===== src/rtl/mc_ctrl.sv =====
// Multi-cycle control unit: five-state FSM (fetch, decode, execute, memory,
// write-back) that sequences the datapath strobes for a small MIPS subset.
module mc_ctrl (
    input  logic       clk,
    input  logic       rst,
    input  logic [5:0] op,
    input  logic [5:0] funct,
    input  logic       zero,
    input  logic       mem_rdy,
    output logic       PCWr,
    output logic       IRWr,
    output logic       RegWr,
    output logic       MemWr,
    output logic [2:0] ALUSel,
    output logic       BSel,
    output logic       ExtOp,
    output logic [1:0] RegDst,
    output logic [1:0] RegWSel,
    output logic [1:0] NPCOp,
    output logic [2:0] state,
    output logic       instr_done
);
    typedef enum logic [2:0] {
        FETCH = 3'b000,
        DCD   = 3'b001,
        EXE   = 3'b010,
        MEM   = 3'b011,
        WB    = 3'b100
    } state_t;

    state_t state_q, state_d;

    logic is_r, i_addu, i_subu, i_jr, i_ori, i_lw, i_sw, i_beq, i_lui, i_j, i_jal;

    assign is_r   = (op == 6'b000000);
    assign i_addu = is_r && (funct == 6'b100001);
    assign i_subu = is_r && (funct == 6'b100011);
    assign i_jr   = is_r && (funct == 6'b001000);
    assign i_ori  = (op == 6'b001101);
    assign i_lw   = (op == 6'b100011);
    assign i_sw   = (op == 6'b101011);
    assign i_beq  = (op == 6'b000100);
    assign i_lui  = (op == 6'b001111);
    assign i_j    = (op == 6'b000010);
    assign i_jal  = (op == 6'b000011);

    always_ff @(posedge clk) begin
        if (!rst) state_q <= FETCH;
        else      state_q <= state_d;
    end

    assign state = state_q;

    always_comb begin
        state_d    = FETCH;
        PCWr       = 1'b0;
        IRWr       = 1'b0;
        RegWr      = 1'b0;
        MemWr      = 1'b0;
        ALUSel     = 3'b000;
        BSel       = 1'b0;
        ExtOp      = 1'b0;
        RegDst     = 2'b00;
        RegWSel    = 2'b00;
        NPCOp      = 2'b00;
        instr_done = 1'b0;
        case (state_q)
            FETCH: begin
                IRWr    = 1'b1;
                PCWr    = 1'b1;
                state_d = DCD;
            end
            DCD: begin
                // Jumps and unknown opcodes finish here; everything else executes.
                if (i_j || i_jal || i_jr) begin
                    PCWr  = 1'b1;
                    NPCOp = i_jr ? 2'b11 : 2'b10;
                end
                if (i_jal) begin
                    RegWr   = 1'b1;
                    RegDst  = 2'b10;
                    RegWSel = 2'b10;
                end
                if (i_addu || i_subu || i_ori || i_lui || i_lw || i_sw || i_beq)
                    state_d = EXE;
                else
                    instr_done = 1'b1;
            end
            EXE: begin
                if (i_addu || i_subu) begin
                    ALUSel  = i_subu ? 3'b001 : 3'b000;
                    state_d = WB;
                end else if (i_ori || i_lui) begin
                    ALUSel  = i_lui ? 3'b011 : 3'b010;
                    BSel    = 1'b1;
                    state_d = WB;
                end else if (i_lw || i_sw) begin
                    BSel    = 1'b1;
                    ExtOp   = 1'b1;
                    state_d = MEM;
                end else begin
                    if (i_beq) begin
                        ALUSel = 3'b001;
                        NPCOp  = 2'b01;
                        PCWr   = zero;
                    end
                    instr_done = 1'b1;
                end
            end
            MEM: begin
                BSel  = 1'b1;
                ExtOp = 1'b1;
                MemWr = i_sw;
                if (!mem_rdy && (i_lw || i_sw)) begin
                    state_d = MEM;
                end else if (i_lw) begin
                    state_d = WB;
                end else begin
                    instr_done = 1'b1;
                end
            end
            WB: begin
                RegWr      = 1'b1;
                RegDst     = is_r ? 2'b01 : 2'b00;
                RegWSel    = i_lw ? 2'b01 : 2'b00;
                instr_done = 1'b1;
            end
            default: state_d = FETCH;
        endcase
        // Reset overrides every strobe and select.
        if (!rst) begin
            PCWr       = 1'b0;
            IRWr       = 1'b0;
            RegWr      = 1'b0;
            MemWr      = 1'b0;
            ALUSel     = 3'b000;
            BSel       = 1'b0;
            ExtOp      = 1'b0;
            RegDst     = 2'b00;
            RegWSel    = 2'b00;
            NPCOp      = 2'b00;
            instr_done = 1'b0;
            state_d    = FETCH;
        end
    end
endmodule

===== config.mk =====
export PLATFORM = sky130hd
export DESIGN_NAME = mc_ctrl
export DESIGN_NICKNAME = d
export VERILOG_FILES = /design/src/rtl/mc_ctrl.sv
export SDC_FILE = /design/constraint.sdc
export NUM_CORES = 1
export LEC_CHECK = 0
export BUFFER_PORTS_ARGS = -buffer_cell sky130_fd_sc_hd__buf_4
export CAP_MARGIN = 25
export CORE_AREA = 3 3 42 44
export DETAILED_ROUTE_END_ITERATION = 12
export DIE_AREA = 0 0 45 47
export PLACE_DENSITY = 0.71
export SETUP_SLACK_MARGIN = 0.4
export SLEW_MARGIN = 25
export SYNTH_ARGS = -nofsm -noshare
export SYNTH_HDL_FRONTEND = slang
export SYNTH_SLANG_ARGS = --single-unit

===== constraint.sdc =====
create_clock -name clk -period 2.25 [get_ports clk]
set_clock_uncertainty 0.2 [all_clocks]
set_input_delay 0.45 -clock clk [delete_from_list [all_inputs] [get_ports clk]]
set_output_delay 0.45 -clock clk [all_outputs]
set_load 0.02 [all_outputs]

==> results of run 1 <==
-- stage by stage --
step	instance area [sq um]	cells	utilization
floorplan	608.1	75	-
global placement	970.9	138	0.6599
detailed placement	970.9	138	0.6599
CTS	1156	146	0.7857
global route	1239	150	0.8418
finish	1239	150	0.8418
-- critical path: stages --
cell      delay (ns)
buf_6           0.09
or2_4           0.24
or4_4           0.49
o22a_4          0.27
a211oi_4        0.20
buf_6           0.14
-- repair_timing --
| action | in CTS | in global routing |
|---|---|---|
| buffers inserted | 4 | 4 |
| resized for setup | 34 | 13 |
| pin swaps | 6 | 6 |
| setup endpoints to repair | 14 | 15 |
| hold buffers | 0 | 0 |
| endpoints found under the hold margin | 0 | 0 |
-- cell usage after synthesis (2+ instances only) --
cell type  count  area, sq um
a21oi_1        5        25.02
inv_1          5        18.77
nor3_1         7        35.03
a31oi_1        2        12.51
nand2b_1       3        18.77
and3b_1        2        17.52
nor2b_1        2        12.51
nand3b_1       2        15.01
nor2_1         7        26.28
nand2_1        8        30.03
dfxtp_1        3        60.06
buf_4          3        22.52
-- layout by cell type, fill, tap and decap left out, types with 2 or more instances in the layout --
master	netlist	routed
dfxtp_2	0	2
inv_1	5	5
a21oi_4	0	2
nor2_2	0	2
or4_4	1	2
nor3_2	0	5
a21oi_1	5	2
nand3b_1	2	2
nand2b_4	0	2
nor2_1	7	2
nor2_4	0	3
buf_6	1	22
a31oi_1	2	2
nand2_1	8	7
or2_4	0	2
nor3_4	0	2
clkbuf_4	0	3
and3_4	0	2
buf_4	3	37
-- power by group through the flow --
stage	sequential [mW]	clock, mW	combinational (mW)
after detailed placement	0.0586	0	0.114
after floorplan	0.0597	0	0.0553
after global placement	0.0586	0	0.113
final	0.0577	0.0980	0.147
after global routing	0.0578	0.107	0.156
after CTS	0.0574	0.101	0.133
-- layer usage --
metal  part of all wire  up-vias
li1                   -      394
met1               0.40      406
met2               0.55       27
met3              0.038        2
met4             0.0081        0
met5                  0        -
-- cells by family (layout without fill, tap and decap cells) --
kind of cell	after synthesis	count (layout)	synth area share
DFF	3	3	0.1191
buffers and inverters	10	69	0.1117
other	1	1	0.007437
and+or+nand+nor	42	42	0.4789
AOI/OAI and AO/OA	19	19	0.2829
-- area by class of cell --
class                           instances  area share
Inverter                                5     0.01515
Sequential cell                         3     0.05354
Tap cell                               16     0.01616
Multi-Input combinational cell         62      0.4576
Timing Repair Buffer                   60      0.4364
Clock buffer                            4     0.02121
-- path summary, 6_finish.rpt --
path | slack, ns | endpoint | cells past startpoint
setup / recovery | -0.28 | PCWr | 6
hold / removal | 0.33 | state[1] | 3
setup reg to reg | 0.85 | state[1] | 4
hold reg to reg | 0.36 | state[0] | 1
==> run summary, run 1 <==
=====================================================================================
Run status                                                               complete, but fails checks
Violations in the final reports                                          setup timing
Worst-case vdd ir drop                                                      0.2012 mV
Setup CP Type                                                            primary input to output port
Horizontal extent of the die                                                    45 um
Share of post-route cells with drive strength above 1                          0.7313
Multi-input gate area                                                     566.8 sq um
Hold Path Origin                                                              mem_rdy
Async set or reset register ratio after synthesis                                   0
Share of total power in combinational logic                                     0.485
Max Clk Rate                                                                394.6 MHz
Routed via count                                                                  829
CTS tree                                                                        built
Met2 Use GR                                                                    0.4350
Antenna Violating Nets Remaining                                                    0
Die span in y                                                                   47 um
Smallest hold slack                                                         0.3304 ns
Synthesis-to-layout area growth                                                145.7%
Final critical-path share of the clock period                                   1.126
Maximum number of pins on one net before global-route repair                       10
Seq/Total Area, Yosys                                                          0.1191
Number of flip-flops under the largest register name                                3
H-Tree Depth                                                                        1
Clock net sink count                                                                3
Antenna Cells                                                                       0
Routing usage on met1                                                          0.2847
WP data required                                                              1.60 ns
Total power                                                                 0.3022 mW
Area of the die                                                          0.002115 sq mm
Distinct cells, synth                                                              38
Reported max-cap violation count                                                    0
RSZ-0062 raised after global routing                                              yes
Share of power burned in the clock network                                      0.324
Net switching power of the design                                           0.1030 mW
Number of clock buffers inserted by TritonCTS                                       3
Leak pwr                                                                    0.5622 nW
NumNets Final                                                                     151
Largest fanout on the critical path                                                 7
Number of standard cells after synthesis                                           75
Worst endpoint data arrival time                                              1.88 ns
Fillcell total                                                                     83
Avg Inst Size Synth                                                       6.723 sq um
Synthesis Warnings                                                                  0
Worst Setup Slack, final                                                   -0.2843 ns
Footprint of the flip-flops and latches                                   66.31 sq um
Startpoint of the lowest-slack register-to-register path                     state[2]
Kind of start point of the critical path                                 primary input
Half-perimeter wire length after placement                                    1599 um
Floorplan row count                                                                14
Kind of end point of the critical path                                    output port
Initial core utilization                                                       0.3427
Final routed DRC violation total                                                    0
Clock Tree Root                                                              clkbuf_4
Wire length of the first global-routing pass                                  3732 um
Number of flops mapped to enable cells by yosys                                     0
Main flop type after synthesis                                                dfxtp_1
Area of the mapped netlist                                                504.2 sq um
Power per Cell Area                                                      244.0 mW/mm^2
Classification of the worst-slack hold path                              primary input to flop
Internal power                                                              0.1993 mW
Pre-CTS worst setup slack                                                  -0.3094 ns
Switching share of total power                                                 0.3407
IO buf count                                                                       33
Synth Register Bits                                                                 3
Clock-pin slew of the registers on the worst-case setup and hold paths        0.04 ns
Max-slew violations                                                                 0
Number of optimization iterations in the first detailed-route pass                  4
Remaining global-route overflow                                                     0
Core Footprint                                                           0.001471 sq mm
I/O pin count                                                                      35
Critical path origin                                                            op[5]
Global router's overall resource usage                                         0.2411
Total wire length                                                             2346 um
Vias in the first global route                                                    856
Total nets after synthesis                                                         91
Clk_lat worst skew                                                            0.23 ns
Vias/cell                                                                       5.527
Endpoints failing setup                                                            11
Buffer depth of the longest clock path                                              2
Number of antenna violations at the first check in global routing                   0
Sequential group share of total power                                           0.191
Shortest period the worst path allows                                        2.534 ns
Total Neg Setup Slack                                                       -1.825 ns
Per-cell routed wire length                                                  15.64 um
GP Congestion                                                                  0.8603
1st-iter DRT viols                                                                 15
Met3 layer usage reported by global route                                     0.03831
Number of hold-slack violations in the final timing report                          0
Peak-usage layer in the global routing report                                    met2
=====================================================================================
Note: power is estimated with default switching activity, not from simulation.
==> run 2: changes to the inputs <==
Settings changed: ABC_CLOCK_PERIOD_IN_PS from default to 2250, RECOVER_POWER from default to 100.
==> run 2 against run 1 <==
Net effect:
- the flow still finishes with violations (setup timing)
- first-iteration DRC count did not move
- sequential share of layout area decreased by 0.18 points
- via count shrank 0.12%
- sequential power fell by 0.7%
- clock power is essentially flat
- final cell count is the same
- global-route usage unchanged
- combinational power is essentially flat
- worst setup slack is the same
- design area down 0.51%
- largest power group unchanged
- highest routed layer unchanged
==> run summary, run 2 (same netlist as run 1, synthesis figures left out) <==
=====================================================================================
Initial core utilization                                                       0.3427   unchanged
Wire length of the first global-routing pass                                  3732 um   unchanged
Net switching power of the design                                           0.1031 mW   +0.14%
Clock-pin slew of the registers on the worst-case setup and hold paths        0.04 ns   about the same
Number of clock buffers inserted by TritonCTS                                       3   unchanged
NumNets Final                                                                     151   unchanged
Worst Setup Slack, final                                                   -0.2843 ns   unchanged
Floorplan row count                                                                14   unchanged
Multi-input gate area                                                     566.8 sq um   unchanged
Hold-fix buffers, CTS                                                               0   unchanged
Number of antenna violations at the first check in global routing                   0   unchanged
Clock Tree Root                                                              clkbuf_4
H-Tree Depth                                                                        1   unchanged
Per-cell routed wire length                                                  15.63 um   about the same
Post-Layout Inst Area                                                    0.001232 sq mm   -0.51%
Power per Cell Area                                                      244.9 mW/mm^2   +0.38%
Total Neg Setup Slack                                                       -1.825 ns   -0.00005000 ns
Sequential group share of total power                                           0.190   about the same
Run status                                                               complete, but fails checks
Core Footprint                                                           0.001471 sq mm   unchanged
Max Clk Rate                                                                394.6 MHz   unchanged
Max-slew violations                                                                 0   unchanged
Filler-free cell count of the finished design                                     150   unchanged
Largest fanout on the critical path                                                 7   unchanged
Clk_lat worst skew                                                            0.23 ns   about the same
Shortest period the worst path allows                                        2.534 ns   unchanged
Share of post-route cells with drive strength above 1                          0.7090   -0.02239
Switching share of total power                                                 0.3416   +0.0008925
Fillcell total                                                                     86   +3.6%
Antenna Violating Nets Remaining                                                    0   unchanged
Horizontal extent of the die                                                    45 um   unchanged
Vias in the first global route                                                    856   unchanged
Violations in the final reports                                          setup timing
Half-perimeter wire length after placement                                    1599 um   unchanged
Buffer depth of the longest clock path                                              2   unchanged
Vias/cell                                                                       5.520   -0.12%
Classification of the worst-slack hold path                              primary input to flop
Maximum number of pins on one net before global-route repair                       10   unchanged
GP Congestion                                                                  0.8603   unchanged
Reported max-cap violation count                                                    0   unchanged
Final critical-path share of the clock period                                   1.126   unchanged
Share of total power in combinational logic                                     0.485   about the same
Global router's overall resource usage                                         0.2411   unchanged
Share of power burned in the clock network                                      0.325   about the same
Routed via count                                                                  828   -0.12%
Number of flip-flops under the largest register name                                3   unchanged
Total placed cells including tap cells                                            138   unchanged
Final routed DRC violation total                                                    0   unchanged
Leak pwr                                                                    0.5573 nW   -0.88%
WP data required                                                              1.60 ns   about the same
Leading cell type in the layout, fill and taps excluded                         buf_4
Clock net sink count                                                                3   unchanged
Area of the die                                                          0.002115 sq mm   unchanged
Die span in y                                                                   47 um   unchanged
Number of hold-slack violations in the final timing report                          0   unchanged
Setup CP Type                                                            primary input to output port
Worst-case vdd ir drop                                                      0.2014 mV   +0.13%
Synthesis-to-layout area growth                                                144.4%
Endpoints failing setup                                                            11   unchanged
Top library cells by usage in the layout, fill and taps aside            buf_4, buf_6, nand2_1
RSZ-0062 raised after global routing                                              yes
CTS tree                                                                        built
Kind of start point of the critical path                                 primary input
Smallest hold slack                                                         0.3305 ns   +0.00008500 ns
1st-iter DRT viols                                                                 15   unchanged
Internal power                                                              0.1987 mW   -0.26%
Remaining global-route overflow                                                     0   unchanged
Total wire length                                                             2344 um   about the same
Footprint of the flip-flops and latches                                   63.81 sq um   -3.8%
I/O pin count                                                                      35   unchanged
IO buf count                                                                       33   unchanged
Number of optimization iterations in the first detailed-route pass                  4   unchanged
Kind of end point of the critical path                                    output port
Cell area after placement                                                 970.9 sq um   unchanged
Antenna Cells                                                                       0   unchanged
Worst endpoint data arrival time                                              1.88 ns   about the same
=====================================================================================
run 2: changes by cell type in the layout (fill, tap and decap cells not counted):
cell / before / now
clkbuf_1: 1 / 2
buf_4: 37 / 36
dfxtp_1: 0 / 2
dfxtp_2: 2 / 0
run 2: worst paths after layout:
path | depth (start not counted) | slack, ns | startpoint | to
setup reg to reg | 4 | 0.77 | state[1] | state[1]
hold / removal | 3 | 0.33 | mem_rdy | state[1]
setup / recovery | 6 | -0.28 | op[5] | PCWr
hold reg to reg | 1 | 0.48 | state[1] | state[0]
run 2: final cells by class:
class,count,area share
Tap cell,16,0.01624
Sequential cell,3,0.05178
Clock buffer,4,0.02132
Inverter,5,0.01523
Multi-Input combinational cell,62,0.4599
Timing Repair Buffer,60,0.4355
run 2: power groups by stage:
stage	clock (mW)	sequential (mW)	combinational, mW
floorplan	0	0.0597	0.0553
global placement	0	0.0586	0.113
detailed placement	0	0.0586	0.114
CTS	0.101	0.0574	0.133
global route	0.107	0.0575	0.156
finish	0.0982	0.0573	0.146
run 2: per-layer routing:
layer	part of all wire	global-route usage
met4	0.0081	0.09357
met1	0.40	0.2847
met2	0.55	0.4350
met5	0	0
met3	0.038	0.03831
run 2: per-stage QoR:
step                      setup slack [ns]    util  total power, mW
after floorplan                    -0.1522       -           0.1150
after global placement             -0.2781  0.6599           0.1714
after detailed placement           -0.3094  0.6599           0.1730
after CTS                          -0.2776  0.7857           0.2917
after global routing               -0.3046  0.8376           0.3204
final                              -0.2843  0.8376           0.3019
run 2: critical path: stages:
cell and delay, ns:
buf_6 0.09, or2_4 0.24, or4_4 0.49, o22a_4 0.27, a211oi_4 0.20, buf_6 0.14
run 2: timing repair:
item	4_1_cts	5_1_grt
endpoints found under the setup margin	14	15
pin swaps	6	6
gates resized for setup	34	13
cloned	0	0
endpoints found under the hold margin	0	0
buffers inserted	4	4
==> run 3: changes to the inputs <==
--- a/config.mk
+++ b/config.mk
@@ -9,7 +9,7 @@
 export BUFFER_PORTS_ARGS = -buffer_cell sky130_fd_sc_hd__buf_4
 export CAP_MARGIN = 25
-export CORE_AREA = 3 3 42 44
+export CORE_AREA = 2 2 41 43
 export DETAILED_ROUTE_END_ITERATION = 12
-export DIE_AREA = 0 0 45 47
+export DIE_AREA = 0 0 43 45
 export PLACE_DENSITY = 0.71
 export RECOVER_POWER = 100
==> constraint.sdc (replaced) <==
create_clock -name clk -period 2.25 [get_ports clk]
set_clock_uncertainty 0.2 [all_clocks]
set_input_delay 0.1125 -clock clk [delete_from_list [all_inputs] [get_ports clk]]
set_output_delay 0.1125 -clock clk [all_outputs]
set_load 0.02 [all_outputs]
==> run 3 against run 2 <==
Net effect:
- the run now ends clean
- critical path depth shrank 1
- clock-buffer cell count unchanged
- sequential share of layout area rose by 1.9 points
- wire length fell by 20%
- design area decreased by 31%
- clock power increased by 6%
- power fell by 13%
- largest power group is now clock
- highest routed layer unchanged
- first-iteration DRC count rose by 100%
- via count is 9.8% lower
- non-clock buffer count fell by 22
- worst setup slack improved by 0.54 ns
==> run summary, run 3 (same netlist as run 1, synthesis figures left out) <==
=====================================================================================
Run status                                                               complete, no violations
Clock-pin slew of the registers on the worst-case setup and hold paths        0.04 ns   about the same
Clk_lat worst skew                                                            0.24 ns   about the same
Antenna Cells                                                                       0   unchanged
Register-to-register setup slack                                              0.61 ns   -0.16 ns
Final critical-path share of the clock period                                  0.8867   -0.2397
H-Tree Depth                                                                        1   unchanged
Filler-free cell count of the finished design                                     128   -15%
Antenna Violating Nets Remaining                                                    0   unchanged
Leading cell type in the layout, fill and taps excluded                         buf_4
Maximum number of pins on one net before global-route repair                       14   +4
Number of hold-slack violations in the final timing report                          0   unchanged
Endpoints failing setup                                                             0   -11
Kind of end point of the critical path                                    output port
Worst-margin pin slew                                                       0.4926 ns
Shortest period the worst path allows                                        1.995 ns   -0.5393 ns
Reported max-cap violation count                                                    0   unchanged
Number of clock buffers inserted by TritonCTS                                       3   unchanged
Per-cell routed wire length                                                  14.63 um   -6.4%
Global router's overall resource usage                                         0.1876   -0.05350
Remaining global-route overflow                                                     0   unchanged
Number of antenna violations at the first check in global routing                   0   unchanged
Total wire length                                                             1872 um   -20%
Floorplan row count                                                                14   unchanged
Crit path max-delay cell type                                                 dfxtp_1
Synthesis-to-layout area growth                                                67.49%
Power per Cell Area                                                      312.2 mW/mm^2   +27%
I/O pin count                                                                      35   unchanged
Vias in the first global route                                                    632   -26%
Classification of the worst-slack hold path                              primary input to flop
Fillcell total                                                                    159   +85%
Total placed cells including tap cells                                            120   -13%
Vias/cell                                                                       5.836   +5.7%
Setup CP Type                                                            flop to output port
GP Congestion                                                                  0.8544   -0.69%
Share of post-route cells with drive strength above 1                          0.4107   -0.2982
Critical path cell sequence                                              inv_1 -> or2_0 -> nor2_2 -> and3_2 -> buf_4
WP data required                                                              1.94 ns   +0.34 ns
Leak pwr                                                                    0.3727 nW   -33%
Final routed DRC violation total                                                    0   unchanged
Max Clk Rate                                                                501.2 MHz   +27%
Peak per-stage delay on the critical path                                     0.52 ns   +0.03 ns
Clock Tree Root                                                              clkbuf_4
Buffer depth of the longest clock path                                              2   unchanged
Top library cells by usage in the layout, fill and taps aside            buf_4, nand2_1, nor3_1
Area of the die                                                          0.001935 sq mm   -8.5%
Bufs and invs on worst path                                                         2   unchanged
Clock net sink count                                                                3   unchanged
Max-slew headroom at the worst pin                                             0.6691
Number of optimization iterations in the first detailed-route pass                  4   unchanged
IO buf count                                                                       33   unchanged
1st-iter DRT viols                                                                 30   +15
Die span in y                                                                   45 um   -4.3%
Routed via count                                                                  747   -9.8%
Horizontal extent of the die                                                    43 um   -4.4%
Largest fanout on the critical path                                                 9   +2
Total Neg Setup Slack                                                            0 ns   +1.825 ns
Initial core utilization                                                       0.3427   unchanged
RSZ-0062 raised after global routing                                              yes
Core Footprint                                                           0.001471 sq mm   unchanged
Wire length of the first global-routing pass                                  2711 um   -27%
Worst endpoint data arrival time                                              1.68 ns   -0.20 ns
Kind of start point of the critical path                                         flop
Worst-case vdd ir drop                                                      0.1773 mV   -12%
Max-slew violations                                                                 0   unchanged
NumNets Final                                                                     129   -15%
CTS tree                                                                        built
Half-perimeter wire length after placement                                    1328 um   -17%
Number of flip-flops under the largest register name                                3   unchanged
Crit path max-delay family                                               simple AND/OR/NAND/NOR gates
=====================================================================================
run 3: cell types whose count changed in the layout (fill, tap and decap cells not counted), sizes merged:
cell / before / now
clkbuf: 5 / 9
buf: 59 / 31
dlygate4sd3: 0 / 2
run 3: worst paths after layout:
| kind | startpoint | end | cells past startpoint |
|---|---|---|---|
| worst max-delay path | state[1] | MemWr | 5 |
| worst min-delay path | op[3] | state[2] | 4 |
| worst max register to register | state[2] | state[0] | 3 |
| worst min register to register | state[0] | state[0] | 3 |
run 3: through the flow:
stage                     instance area, sq um  utilization  setup slack (ns)  hold WS [ns]  power [mW]
after floorplan                          509.2            -            0.4207       0.08349      0.1052
after global placement                   747.0       0.5077            0.3491        0.2286      0.1441
after detailed placement                 747.0       0.5077            0.3465        0.2329      0.1446
after CTS                                830.8       0.5646            0.3606       0.08947      0.2550
after global routing                     844.6       0.5740            0.1881        0.1034      0.2767
final                                    844.6       0.5740            0.2550       0.09487      0.2637
run 3: routing by layer:
| layer | wire, um | GRT usage |
|---|---|---|
| met1 | 700 | 0.2150 |
| met2 | 936 | 0.3273 |
| met3 | 220 | 0.05600 |
| met4 | 14 | 0.07879 |
| met5 | 0 | 0 |
run 3: area by class of cell:
class | instances | area (sq um) | share of cell area
multi-input cells | 62 | 429.2 | 0.5081
repair buffers | 38 | 290.3 | 0.3437
flip-flops and latches | 3 | 60.06 | 0.07111
clock buffers | 4 | 26.28 | 0.03111
well taps | 16 | 20.02 | 0.02370
inverters | 5 | 18.77 | 0.02222
run 3: worst min-delay path, delay by kind of cell:
family	cells	cell delay, ns
buffers and inverters	2	0.18
AO/OA/AOI/OAI	2	0.19
run 3: power by group:
part | switching (mW) | internal, mW | total, mW
Combinational | 0.0508 | 0.0525 | 0.103
Clock | 0.0365 | 0.0670 | 0.104
Sequential | 0.00175 | 0.0551 | 0.0568
run 3: repair_timing:
action,4_1_cts,5_1_grt
cloned,0,0
gates resized for setup,9,15
hold buffers,2,0
setup endpoints to repair,7,7
pin swaps,5,4
endpoints found under the hold margin,2,0
buffers inserted,1,1
